**src/rtl/instr_fetch_unit.sv**
```systemverilog
// RV32 instruction fetch front end: owns the PC, keeps one memory request in flight,
// and presents the returned word to decode through a single-entry output register.
module instr_fetch_unit #(
    parameter int              XLEN     = 32,
    parameter logic [XLEN-1:0] RESET_PC = '0
) (
    input  logic            clk,
    input  logic            rst,
    output logic            imem_req_valid,
    input  logic            imem_req_ready,
    output logic [XLEN-1:0] imem_addr,
    input  logic            imem_resp_valid,
    input  logic [31:0]     imem_resp_data,
    input  logic            redirect_valid,
    input  logic [XLEN-1:0] redirect_pc,
    input  logic            halt,
    input  logic            if_ready,
    output logic            if_valid,
    output logic [XLEN-1:0] if_pc,
    output logic [XLEN-1:0] if_pc_plus4,
    output logic [31:0]     if_instr,
    output logic [6:0]      if_opcode
);
    localparam logic [0:0] S_REQ  = 1'b0;
    localparam logic [0:0] S_WAIT = 1'b1;

    logic [0:0]      state_reg, state_next;
    logic [XLEN-1:0] pc_reg, pc_next;
    logic            drop_reg, drop_next;
    logic            if_valid_reg, if_valid_next;
    logic [XLEN-1:0] if_pc_reg, if_pc_next;
    logic [31:0]     if_instr_reg, if_instr_next;
    logic            req_fire;

    // A request only goes out when the buffer is empty or draining, so the
    // response always has somewhere to land.
    assign imem_req_valid = !rst && (state_reg == S_REQ) && !halt
                            && (!if_valid_reg || if_ready);
    assign req_fire       = imem_req_valid && imem_req_ready;
    assign imem_addr      = pc_reg;

    assign if_valid    = if_valid_reg;
    assign if_pc       = if_pc_reg;
    assign if_pc_plus4 = if_pc_reg + XLEN'(4);
    assign if_instr    = if_instr_reg;
    assign if_opcode   = if_instr_reg[6:0];

    always_comb begin
        state_next    = state_reg;
        pc_next       = pc_reg;
        drop_next     = drop_reg;
        if_valid_next = if_valid_reg;
        if_pc_next    = if_pc_reg;
        if_instr_next = if_instr_reg;

        if (redirect_valid) begin
            // Redirect wins over everything: flush the buffer and mark any
            // fetch still in flight as stale.
            pc_next       = redirect_pc & ~XLEN'(3);
            if_valid_next = 1'b0;
            if (state_reg == S_WAIT) begin
                if (imem_resp_valid) begin
                    state_next = S_REQ;
                    drop_next  = 1'b0;
                end else begin
                    drop_next  = 1'b1;
                end
            end else if (req_fire) begin
                state_next = S_WAIT;
                drop_next  = 1'b1;
            end
        end else begin
            if (if_valid_reg && if_ready) begin
                if_valid_next = 1'b0;
            end
            case (state_reg)
                S_REQ: begin
                    if (req_fire) begin
                        state_next = S_WAIT;
                    end
                end
                default: begin
                    if (imem_resp_valid) begin
                        state_next = S_REQ;
                        drop_next  = 1'b0;
                        if (!drop_reg) begin
                            if_instr_next = imem_resp_data;
                            if_pc_next    = pc_reg;
                            if_valid_next = 1'b1;
                            pc_next       = pc_reg + XLEN'(4);
                        end
                    end
                end
            endcase
        end
    end

    always_ff @(posedge clk) begin
        if (rst) begin
            state_reg    <= S_REQ;
            pc_reg       <= RESET_PC;
            drop_reg     <= 1'b0;
            if_valid_reg <= 1'b0;
            if_pc_reg    <= '0;
            if_instr_reg <= '0;
        end else begin
            state_reg    <= state_next;
            pc_reg       <= pc_next;
            drop_reg     <= drop_next;
            if_valid_reg <= if_valid_next;
            if_pc_reg    <= if_pc_next;
            if_instr_reg <= if_instr_next;
        end
    end
endmodule
```
**config.mk**
```make
export PLATFORM = sky130hd
export DESIGN_NAME = instr_fetch_unit
export DESIGN_NICKNAME = d
export VERILOG_FILES = /design/src/rtl/instr_fetch_unit.sv
export SDC_FILE = /design/constraint.sdc
export NUM_CORES = 1
export LEC_CHECK = 0
export ABC_AREA = 1
export CAP_MARGIN = 20
export CORE_AREA = 4 4 127 129
export DETAILED_ROUTE_END_ITERATION = 8
export DIE_AREA = 0 0 131 133
export PLACE_DENSITY = 0.71
export SYNTH_ARGS = -nofsm -noshare
export SYNTH_HDL_FRONTEND = slang
export SYNTH_SLANG_ARGS = --single-unit
```
**constraint.sdc**
```tcl
create_clock -name clk -period 1.87 [get_ports clk]
set_clock_uncertainty 0.2 [all_clocks]
set_input_delay 0.2805 -clock clk [delete_from_list [all_inputs] [get_ports clk]]
set_output_delay 0.2805 -clock clk [all_outputs]
set_load 0.02 [all_outputs]
```
Word-level counts from Yosys, hierarchy flattened. Index checks and enable logic that the tools add are counted.

Bits in registers: 99. Input bits: 71. Output and inout bits: 137. Logic and storage cells: 46.

Add/sub/neg operators: 2. Equal/unequal tests: 1. Mux-type cells: 16. Bitwise operators: 3. Reductions and logical operators: 17.

Operators with widths (count): 32-bit two-way mux (4); 32-bit by 3-bit adder with 32-bit output, second input constant (2); 1-bit two-way mux (12); 3-bit AND reduction (3); 2-bit nonzero test (3); 1-bit logical AND (5); 4-bit AND reduction (1); 1-bit zero test (3); 1-bit inverter (3); 2-bit inequality test, second input constant (1); 2-bit OR reduction (1); 1-bit logical OR (1).

Depth between registers and ports, before layout. Gate-level depths: netlist (run 1).

Word-level depth: 8. Gate-level depth with buffers: 10. Gate-level depth less buffers: 10.

Worst setup path before layout (run 1). Ideal clock, no wire load.

Path type: register to output. Start: reg if_pc_reg[3] (netlist: if_pc[3]). End: out if_pc_plus4[24]. Data arrival time: 1.723 ns. Required time: 1.390 ns. Slack: -0.334 ns. Stages on the path, launching flop included: 9. Buffers on the path: 0. Cells stage by stage: dfxtp_1 > ha_1 > nand2_1 > nor3_4 > inv_2 > nor2_4 > nand3_2 > nor2_2 > xor2_1.

Cells in the longest elaborated chain, start to end: 1.

Ends and longest elaborated chain: start, declared (line 31) `logic [XLEN-1:0] if_pc_reg, if_pc_next;`; start signal, assigned (line 111) `if_pc_reg <= if_pc_next;`; 32-bit by 3-bit adder with 32-bit output (line 44) `assign if_pc_plus4 = if_pc_reg + XLEN'(4);`; end, declared (line 20) `output logic [XLEN-1:0] if_pc_plus4,`.

No other way between the ends.

Worst setup path after layout (run 1). Same ends and word-level chain as after synthesis.

==> reports/results.ini, run 1 <==
[setup_path]
cp-end-kind=output pin
cp-start-kind=flop
critPathMaxFanout=4
cp_data_arrival_time_ps=1830
critical_path_class=reg -> out
cp_data_required_time_ps=1390

[yosys]
synth_cell_type_count=37
ys_ff_latch=95
syn_area_mm2=0.00519
synth.avg_cell_area_um2=6.60
synth_largest_area_cell=dfxtp_1
syn_inst=787
netlist.area_leader.share=0.366
synthTopCellsByArea=dfxtp_1, nand2_1, nor2_1, o21ai_0, a21oi_1
ys_warn_count=0
yosysSeqAreaShare=0.366

[sta]
fin_crit_ps=2310
rsz0062_at_grt=yes
max_freq_mhz=434
setup_viol=28
finalCritPeriodShare=1.23
fin_ws_ps=-436
whs_ps=284
final-hold-violation-count=0
drv_slew=0

[clock_tree]
cts_sinks=95
cts_buffers=9
postCtsHoldBufs=0
clk_pin_slew_ps=70
clock_latency_ps=350
cts-root-buf=clkbuf_16
htreeDepth=3
clock_path_buffers=2
cts_tree=yes

[layout]
drive_gt1_frac=0.289
fin_nets=1158
area_delta_synth_final_pct=73.9
nFillCells=1377
largest_reg_flops=32
final_common_cell=nor2_1
diodes=0
final_cell_mix=nor2_1, nand2_1, buf_4

[floorplanning]
core_mm2=0.0150
io_pins=208
initial_utilization=0.345
row_count=45
die_x_um=131
dieArea_mm2=0.0174
dieHeight_um=133

[route]
viasPerCell=4.79
wl_mm=19.1
final_antenna_net_count=0
drc_errors=0
wire_per_inst_um=15.0
drtPass1Iterations=5
via_count=6121
drt_iter0_markers=500

[global_route]
track_usage=0.211
gr-total-overflow=0
grt_max_degree=38
grt_antenna_before_repair=0
grt_pass1_vias=5799
grt_pass1_wl_mm=29.4

[pwr]
totalPowerFinal_mw=4.97
p_leak_nw=4.04
peakVddDrop_mv=0.412
power_density_mw_per_mm2=550

[placed_design]
place.gp.congestion=0.872
dp_hpwl_mm=14.3
port_buffers=199

[outcome]
violations=setup timing
outcome=complete, but fails checks

[hold_path]
hp-class=reg -> reg

[job]
drv_cap=0

-- critical path, cell delays in order (launching register included) --
cell and delay, ps:
dfxtp_4 360, ha_4 140, nand2_4 60, nor3_4 220
inv_2 70, nor2_4 100, nand3_2 100, nor2_2 130
xor2_2 150, buf_4 150
-- metrics by stage --
stage	util	worst slack (ps)	std cells	instance area, um^2	setup TNS, ps
6_report	0.600	-436	1278	9030	-8040
5_1_grt	0.600	-515	1278	9030	-10400
4_1_cts	0.585	-439	1272	8790	-8100
3_5_place_dp	0.554	-591	1249	8330	-27640
3_3_place_gp	0.554	-571	1249	8330	-26180
2_1_floorplan	-	-141	792	5390	-162
-- area by class of cell --
cell class,instances,area (um^2),share of cell area
well taps,188,235,0.0261
clock buffers,10,239,0.0265
flip-flops and latches,95,1980,0.219
clock inverters,6,73.8,0.00818
inverters,56,216,0.0240
repair buffers,329,2990,0.331
multi-input cells,594,3300,0.366
-- where the power goes --
part           switching, mW  internal [mW]
combinational          0.437          0.407
sequential            0.0976           2.09
clock                  0.845           1.09
total                   1.38           3.59
-- cell families after synthesis --
group / count (synthesis) / synth area share
compound gates: 130 / 0.133
buf+inv: 103 / 0.0889
other cells: 1 / 0.000722
simple gates: 429 / 0.361
xor+xnor: 27 / 0.0456
flops: 95 / 0.366
fa+ha+maj: 2 / 0.00482
-- cells in the mapped netlist --
master,count
nand2_1,165
nor2_1,161
dfxtp_1,95
o21ai_0,65
inv_1,50
a21oi_1,48
nand3_1,47
xor2_1,22
clkbuf_1,18
nor3_1,16
buf_2,14
buf_4,13
nand4_1,9
nor2_2,8
nor2_4,6
inv_2,5
o211ai_1,5
xnor2_1,5
a211oi_1,4
a31oi_1,4
nand2_2,3
nand3_2,3
nand3b_1,3
nor3_2,3
ha_1,2
nor3_4,2
a22oi_1,1
a31o_2,1
a41oi_1,1
buf_1,1
buf_6,1
clkinv_2,1
conb_1,1
nor4_2,1
nor4b_1,1
o21ai_1,1
or2_1,1
-- routing by layer --
metal / vias to the layer above / GRT usage / wire [um]
met5: - / 0 / 0
met1: 2805 / 0.283 / 8410
met2: 178 / 0.346 / 9430
met4: 0 / 0.0617 / 317
li1: 3116 / - / -
met3: 22 / 0.0339 / 998
-- worst paths after layout --
path	start	end	slack (ps)	cells past startpoint
max reg2reg	imem_addr[3]	imem_addr[14]	120	10
max	if_pc[3]	if_pc_plus4[24]	-440	9
min	if_instr[22]	if_instr[22]	280	2
min reg2reg	if_instr[22]	if_instr[22]	280	2
-- repair_timing --
item / CTS / global route
gates resized for setup: 257 / 71
setup endpoints to repair: 96 / 55
buffers inserted: 7 / 6
pin swaps: 23 / 31
(Power assumes the default switching activity.)
==> inputs of run 2 (changes only) <==
CORE_AREA = 4 4 142 116   (was 4 4 127 129)
DIE_AREA = 0 0 146 120   (was 0 0 131 133)
==> reports/results.ini, run 2 (synthesized netlist as in run 1, its figures left out) <==
[clock_tree]
cts_buffers=9
clock_latency_ps=350
cts_sinks=95
postCtsHoldBufs=0
cts_tree=yes
cts-root-buf=clkbuf_16
clk_pin_slew_ps=70
clock_path_buffers=2
htreeDepth=3

[setup_path]
reg2reg_depth=10
endpoint=if_pc_plus4[27]
cp_data_arrival_time_ps=1850
reg2reg_to=imem_addr[28]
cp-end-kind=output pin
critical_path_class=reg -> out
cp-start-kind=flop
critPathMaxFanout=3
r2r-start=imem_addr[3]
rrSetupSlack_ps=80
crit_path_start=if_pc[6]
cp_data_required_time_ps=1390

[sta]
setup_viol=27
drv_slew=0
setup-tns-final_ps=-8230
max_freq_mhz=430
finalCritPeriodShare=1.24
rsz0062_at_grt=yes
fin_ws_ps=-456
final-hold-violation-count=0
fin_crit_ps=2330

[route]
drtPass1Iterations=5
wl_mm=19.3
final_antenna_net_count=0
viasPerCell=4.78
wire_per_inst_um=15.1
drc_errors=0
drt_iter0_markers=414
via_count=6118

[global_route]
grt_busiest_layer=met2
use_met2=0.335
grt.met1_usage=0.295
grt_antenna_before_repair=0
grt_max_degree=43
grtUsageMet3=0.0517
grt_pass1_wl_mm=30.1
grt_pass1_vias=5665
track_usage=0.212
gr-total-overflow=0

[pwr]
p_leak_nw=3.93
peakVddDrop_mv=0.492
power_density_mw_per_mm2=535

[floorplanning]
die_x_um=146
row_count=40
initial_utilization=0.347
dieArea_mm2=0.0175
core_mm2=0.0150
io_pins=208
dieHeight_um=120

[job]
drv_cap=0

[outcome]
outcome=complete, but fails checks
violations=setup timing

[layout]
final_common_cell=nor2_1
instances_no_fill=1281
largest_reg_flops=32
drive_gt1_frac=0.281
fin_nets=1160
area_delta_synth_final_pct=72.3
final_cell_mix=nor2_1, nand2_1, buf_4
nFillCells=1358
diodes=0

[placed_design]
port_buffers=199
placed_cells=1253
place.gp.congestion=0.945
dp_hpwl_mm=14.6

[hold_path]
hp-class=reg -> reg

## run 2: cell types whose count changed in the layout (fill, tap and decap cells not counted), moves of 3 or more
cell     previous run  this run
buf_6              16        31
buf_4             134       126
nand2_1           142       149
buf_12              8         3
nand2_2            18        13
dfxtp_2            24        28
dfxtp_4            12         9
## run 2: layer usage
metal	routed length, um	up-vias
li1	-	3113
met1	9000	2762
met2	8790	227
met3	1360	16
met4	161	0
met5	0	-
## run 2: metrics by stage
step	setup slack, ps	util	instance area (um^2)	total power [mW]	hold WS, ps
finish	-456	0.598	8940	4.79	278
CTS	-444	0.582	8700	4.82	286
global placement	-525	0.555	8310	3.08	262
floorplan	-141	-	5390	2.61	244
global route	-540	0.598	8940	5.00	305
detailed placement	-579	0.555	8310	3.09	271
## run 2: cell type report
| class | count | area [um^2] | share of cell area |
|---|---|---|---|
| multi-input cells | 594 | 3250 | 0.364 |
| repair buffers | 331 | 2980 | 0.334 |
| flip-flops and latches | 95 | 1970 | 0.220 |
| clock buffers | 12 | 256 | 0.0287 |
| well taps | 189 | 236 | 0.0264 |
| inverters | 56 | 214 | 0.0239 |
| clock inverters | 4 | 28.8 | 0.00322 |
## run 2: repair_timing
item,in CTS,in global routing
buffers inserted,2,12
resized for setup,272,54
pin swaps,17,23
setup endpoints to repair,94,56
## run 2: critical path, cell delays in order, from the launching register on
cell and delay (ps):
dfxtp_4 360, nand2_4 70, nor2_4 160, nand2_4 80, nor2_4 180, nand3_4 120
nor3_4 240, xor2_2 160, buf_6 130
## run 2: how the worst min path moves through the flow
stage / start / endpoint / slack, ps / depth (start not counted)
after CTS: if_instr[25] / if_instr[25] / 290 / 2
after global routing: if_instr[14] / if_instr[14] / 300 / 2
final: if_instr[29] / if_instr[29] / 280 / 2
after global placement: if_instr[31] / if_instr[31] / 260 / 2
after floorplan: redirect_pc[3] / imem_addr[3] / 240 / 2
after detailed placement: if_instr[25] / if_instr[25] / 270 / 2
## run 2: report_power, final
group | total (mW) | leakage, nW | internal (mW) | switching (mW)
Combinational | 0.831 | 3.00 | 0.396 | 0.435
Sequential | 2.19 | 0.792 | 2.09 | 0.0995
Clock | 1.77 | 0.135 | 0.978 | 0.788
==> inputs of run 3 (changes only) <==
CORE_AREA = 4 4 127 105   (was 4 4 142 116)
DIE_AREA = 0 0 131 109   (was 0 0 146 120)
GPL_ROUTABILITY_DRIVEN = 0   (was unset)
HOLD_SLACK_MARGIN = 0.02   (was unset)
PLACE_DENSITY = 0.85   (was 0.71)
==> reports/results.ini, run 3 (synthesized netlist as in run 1, its figures left out) <==
[setup_path]
cp-start-kind=flop
cp_data_required_time_ps=1390
crit_path_start=if_pc[3]
cp-end-kind=output pin
critPathMostFrequentCell=nor2_4
critical_path_class=reg -> out
r2r-start=imem_addr[3]
cp_data_arrival_time_ps=1970
critPathMaxFanout=4
crit_slowest_cell=dfxtp_4
slowest_delay_ps=360
cp_cell_sequence=ha_4, nand2_4, nor3_4, inv_2, nor2_4, nand3_4, nor2_4, xor2_2, buf_4

[global_route]
grt_antenna_before_repair=0
track_usage=0.265
grt_max_degree=46
grt_pass1_vias=5861
grt_pass1_wl_mm=29.8
gr-total-overflow=0

[sta]
setup_viol=27
max_freq_mhz=408
rsz0062_at_grt=yes
finalCritPeriodShare=1.31
fin_crit_ps=2450
drv_slew=0
final-hold-violation-count=0
setup-tns-final_ps=-10810
fin_ws_ps=-578

[layout]
area_delta_synth_final_pct=74.8
drive_gt1_frac=0.288
final_common_cell=nor2_1
instances_no_fill=1250
nFillCells=860
largest_reg_flops=32
multi_input_area_mm2=0.00336
final_cell_mix=nor2_1, nand2_1, buf_4
fin_nets=1166
ff_latch_area_mm2=0.00197
diodes=0

[floorplanning]
die_x_um=131
core_mm2=0.0120
dieArea_mm2=0.0143
io_pins=208
row_count=36
dieHeight_um=109
initial_utilization=0.432

[route]
wl_met3_mm=1.72
drc_errors=0
via_count=6567
wl_mm=21.1
drt_iter0_markers=705
final_antenna_net_count=0
wire_per_inst_um=16.9
wl_met1_mm=8.57
viasPerCell=5.25
wl_met2_mm=10.3
top_layer=met4
drtPass1Iterations=8

[clock_tree]
clock_path_buffers=2
cts-root-buf=clkbuf_16
clk_pin_slew_ps=70
cts_sinks=95
htreeDepth=3
clock_latency_ps=340
cts_buffers=9
cts_tree=yes

[placed_design]
placed_cells=1210
port_buffers=199
dp_hpwl_mm=14.1

[outcome]
outcome=complete, but fails checks
violations=setup timing

[pwr]
p_leak_nw=4.09
peakVddDrop_mv=0.481
power_density_mw_per_mm2=525

[hold_path]
hold_path.startpoint=if_instr[10]
hp-class=reg -> reg

[job]
drv_cap=0

-- run 3: cell count changes in the layout (fill, tap and decap cells not counted), moves of 3 or more --
cell | previous run | this run
xor2_1 | 10 | 7
nor2_4 | 17 | 21
nor2_2 | 8 | 5
buf_12 | 3 | 7
nand2_4 | 6 | 10
buf_6 | 31 | 24
buf_4 | 126 | 134
-- run 3: per-layer routing --
| layer | vias to the layer above | GRT usage |
|---|---|---|
| li1 | 3137 | - |
| met1 | 3042 | 0.349 |
| met2 | 344 | 0.432 |
| met3 | 44 | 0.0627 |
| met4 | 0 | 0.0808 |
| met5 | - | 0 |
-- run 3: power by group --
part,internal (mW),switching [mW]
combinational,0.410,0.447
sequential,2.09,0.101
clock,0.902,0.816
total,3.40,1.36
-- run 3: final cells by class --
class | instances | share of cell area
inverters | 56 | 0.0238
flip-flops and latches | 95 | 0.217
repair buffers | 337 | 0.337
clock inverters | 7 | 0.00538
multi-input cells | 594 | 0.370
well taps | 152 | 0.0210
clock buffers | 9 | 0.0248
-- run 3: final timing paths --
path,to,slack [ps],cells after the start
worst min-delay path,if_instr[10],280,2
worst max-delay path,if_pc_plus4[24],-580,9
worst max register to register,imem_addr[14],90,10
worst min register to register,if_instr[10],280,2
-- run 3: timing repair --
action,4_1_cts,5_1_grt
setup buffers,9,16
hold endpoints to repair,0,0
hold buffers,0,0
setup endpoints to repair,90,67
resized for setup,243,91
pin swaps,15,24
-- run 3: per-stage QoR --
stage               hold slack (ps)   util  power, mW  setup WS, ps  instance area, um^2
detailed placement              272  0.685       3.10          -636                 8240
floorplan                       244      -       2.61          -141                 5390
global placement                263  0.685       3.08          -591                 8240
finish                          284  0.755       4.77          -578                 9080
global route                    312  0.755       4.96          -652                 9080
CTS                             287  0.718       4.76          -495                 8630
-- run 3: critical path, delay by kind of cell (launching register included) --
kind | cells | cell delay [ps]
AND/OR/NAND/NOR | 5 | 720
buffers and inverters | 2 | 240
adder cells (fa/ha/maj) | 1 | 150
flip-flops | 1 | 360
XOR/XNOR | 1 | 140
==> variant, RTL diff (config.mk and constraints of run 1) <==
Make the reset (`rst`) asynchronous in one clocked block.
--- a/src/rtl/instr_fetch_unit.sv
+++ b/src/rtl/instr_fetch_unit.sv
@@ -95,7 +95,7 @@
         end
     end
 
-    always_ff @(posedge clk) begin
+    always_ff @(posedge clk or posedge rst) begin
         if (rst) begin
             state_reg    <= S_REQ;
             pc_reg       <= RESET_PC;
Function: differs if rst is asserted again (counterexample within 4 cycles, from zero or initial values and one cycle with rst high); with rst held inactive, the same outputs for 4 cycles.
==> variant against run 1 <==
The run still ends with negative setup slack left. Sequential cell count stayed put. Synthesized area is 7.2% higher. Utilization is 1.7 points higher. Routed wire length is 0.54% higher. Worst setup slack better by 0.019 ns. Cell area is 2.9% higher. Register-to-register slack worse by 0.06 ns.
Power is not compared: it rests on default switching activity, and its combinational part moved more than twofold at a synthesized area within 25%.
==> variant: results (changes against run 1) <==
status -> complete, but fails checks
failing checks -> negative setup slack
inverters -> 69 (+23%)
syn avg cell area -> 7.011 sq um (+6.3%)
final WL -> 19250 microns (+0.54%)
top post-synthesis cells by count -> 327 x nand2_1, 95 x dfrtp_1, 81 x nor2_1, 64 x inv_1, 37 x nand3_1
Setup Fix Bufs, Post-CTS -> 10 (+3)
r2r setup slk -> 0.06 ns (-0.06 ns)
# setup viols final -> 28 (unchanged)
placed cell areas -> 0.008513 sq mm (+2.2%)
fillers -> 1297 (-5.8%)
final worst slack -> -0.4171 ns (+0.01873 ns)
top area cells in the synthesized netlist -> dfrtp_1 43%, nand2_1 22%, nor2_1 5.5%
multi-input combinational cell count -> 598 (+0.67%)
Total GRT Usage -> 21.01% (-0.083 points)
fraction of area in registers -> 25.86% (+4.0 points)
DR iter-0 viols -> 397 (-21%)
register area share after synthesis -> 42.71% (+6.1 points)
post-CTS sizing -> 247 (-3.9%)
fin area -> 0.009286 sq mm (+2.9%)
total power -> 11.72 mW
post-DP HPWL -> 14470 microns (+1.2%)
worst hold-check path type -> primary input to asynchronous set/reset pin
Plain + repair buffers -> 310 (-5.8%)
RR Endpoint -> imem_addr[22]$_DFFE_PP0P_
area of the multi-input gates -> 0.003208 sq mm (-2.8%)
Post-Synth XOR/XNOR Area -> 3.933% (-0.62 points)
adder-cell area share of the yosys netlist -> 0.4495% (-0.033 points)
WP data arrival -> 1.81 ns (-0.02 ns)
routed vias/inst -> 4.766 (-0.50%)
Synth Area in Compound Gates -> 6.878% (-6.4 points)
share of layout cells above drive strength 1 -> 26.56% (-2.3 points)
largest net degree at the start of global routing -> 56 (+47%)
[variant: changes by cell type in the layout (fill, tap and decap cells not counted), sizes merged, moves of 11 or more]
cell / before / now
a21oi: 48 / 15
nand2: 168 / 335
buf: 158 / 140
dfrtp: 0 / 95
dfxtp: 95 / 0
o21ai: 66 / 43
nor2: 175 / 96
nand3: 50 / 39
inv: 58 / 70
[variant: metal layers]
layer  wire [microns]  up-vias  track usage [%]  part of all wire (%)
met5                0        -                0                     0
met4              390        0            6.171                   2.0
met3             1103       29            3.270                   5.7
met2             9522      194            33.78                    49
met1             8234     2827            29.09                    43
li1                 -     3031                -                     -
[variant: worst max-delay path, stage by stage, from the launching register on]
cell	delay [ns]
dfrtp_1	0.41
nand2_1	0.12
nor2_2	0.17
nand2_2	0.11
buf_4	0.15
nor2_1	0.10
nand2_1	0.10
xnor2_2	0.14
buf_4	0.16
[variant: cell families after synthesis]
kind of cell | Yosys count
simple gates | 494
buf+inv | 106
flops | 95
compound gates | 71
xor+xnor | 25
fa+ha+maj | 2
other cells | 1
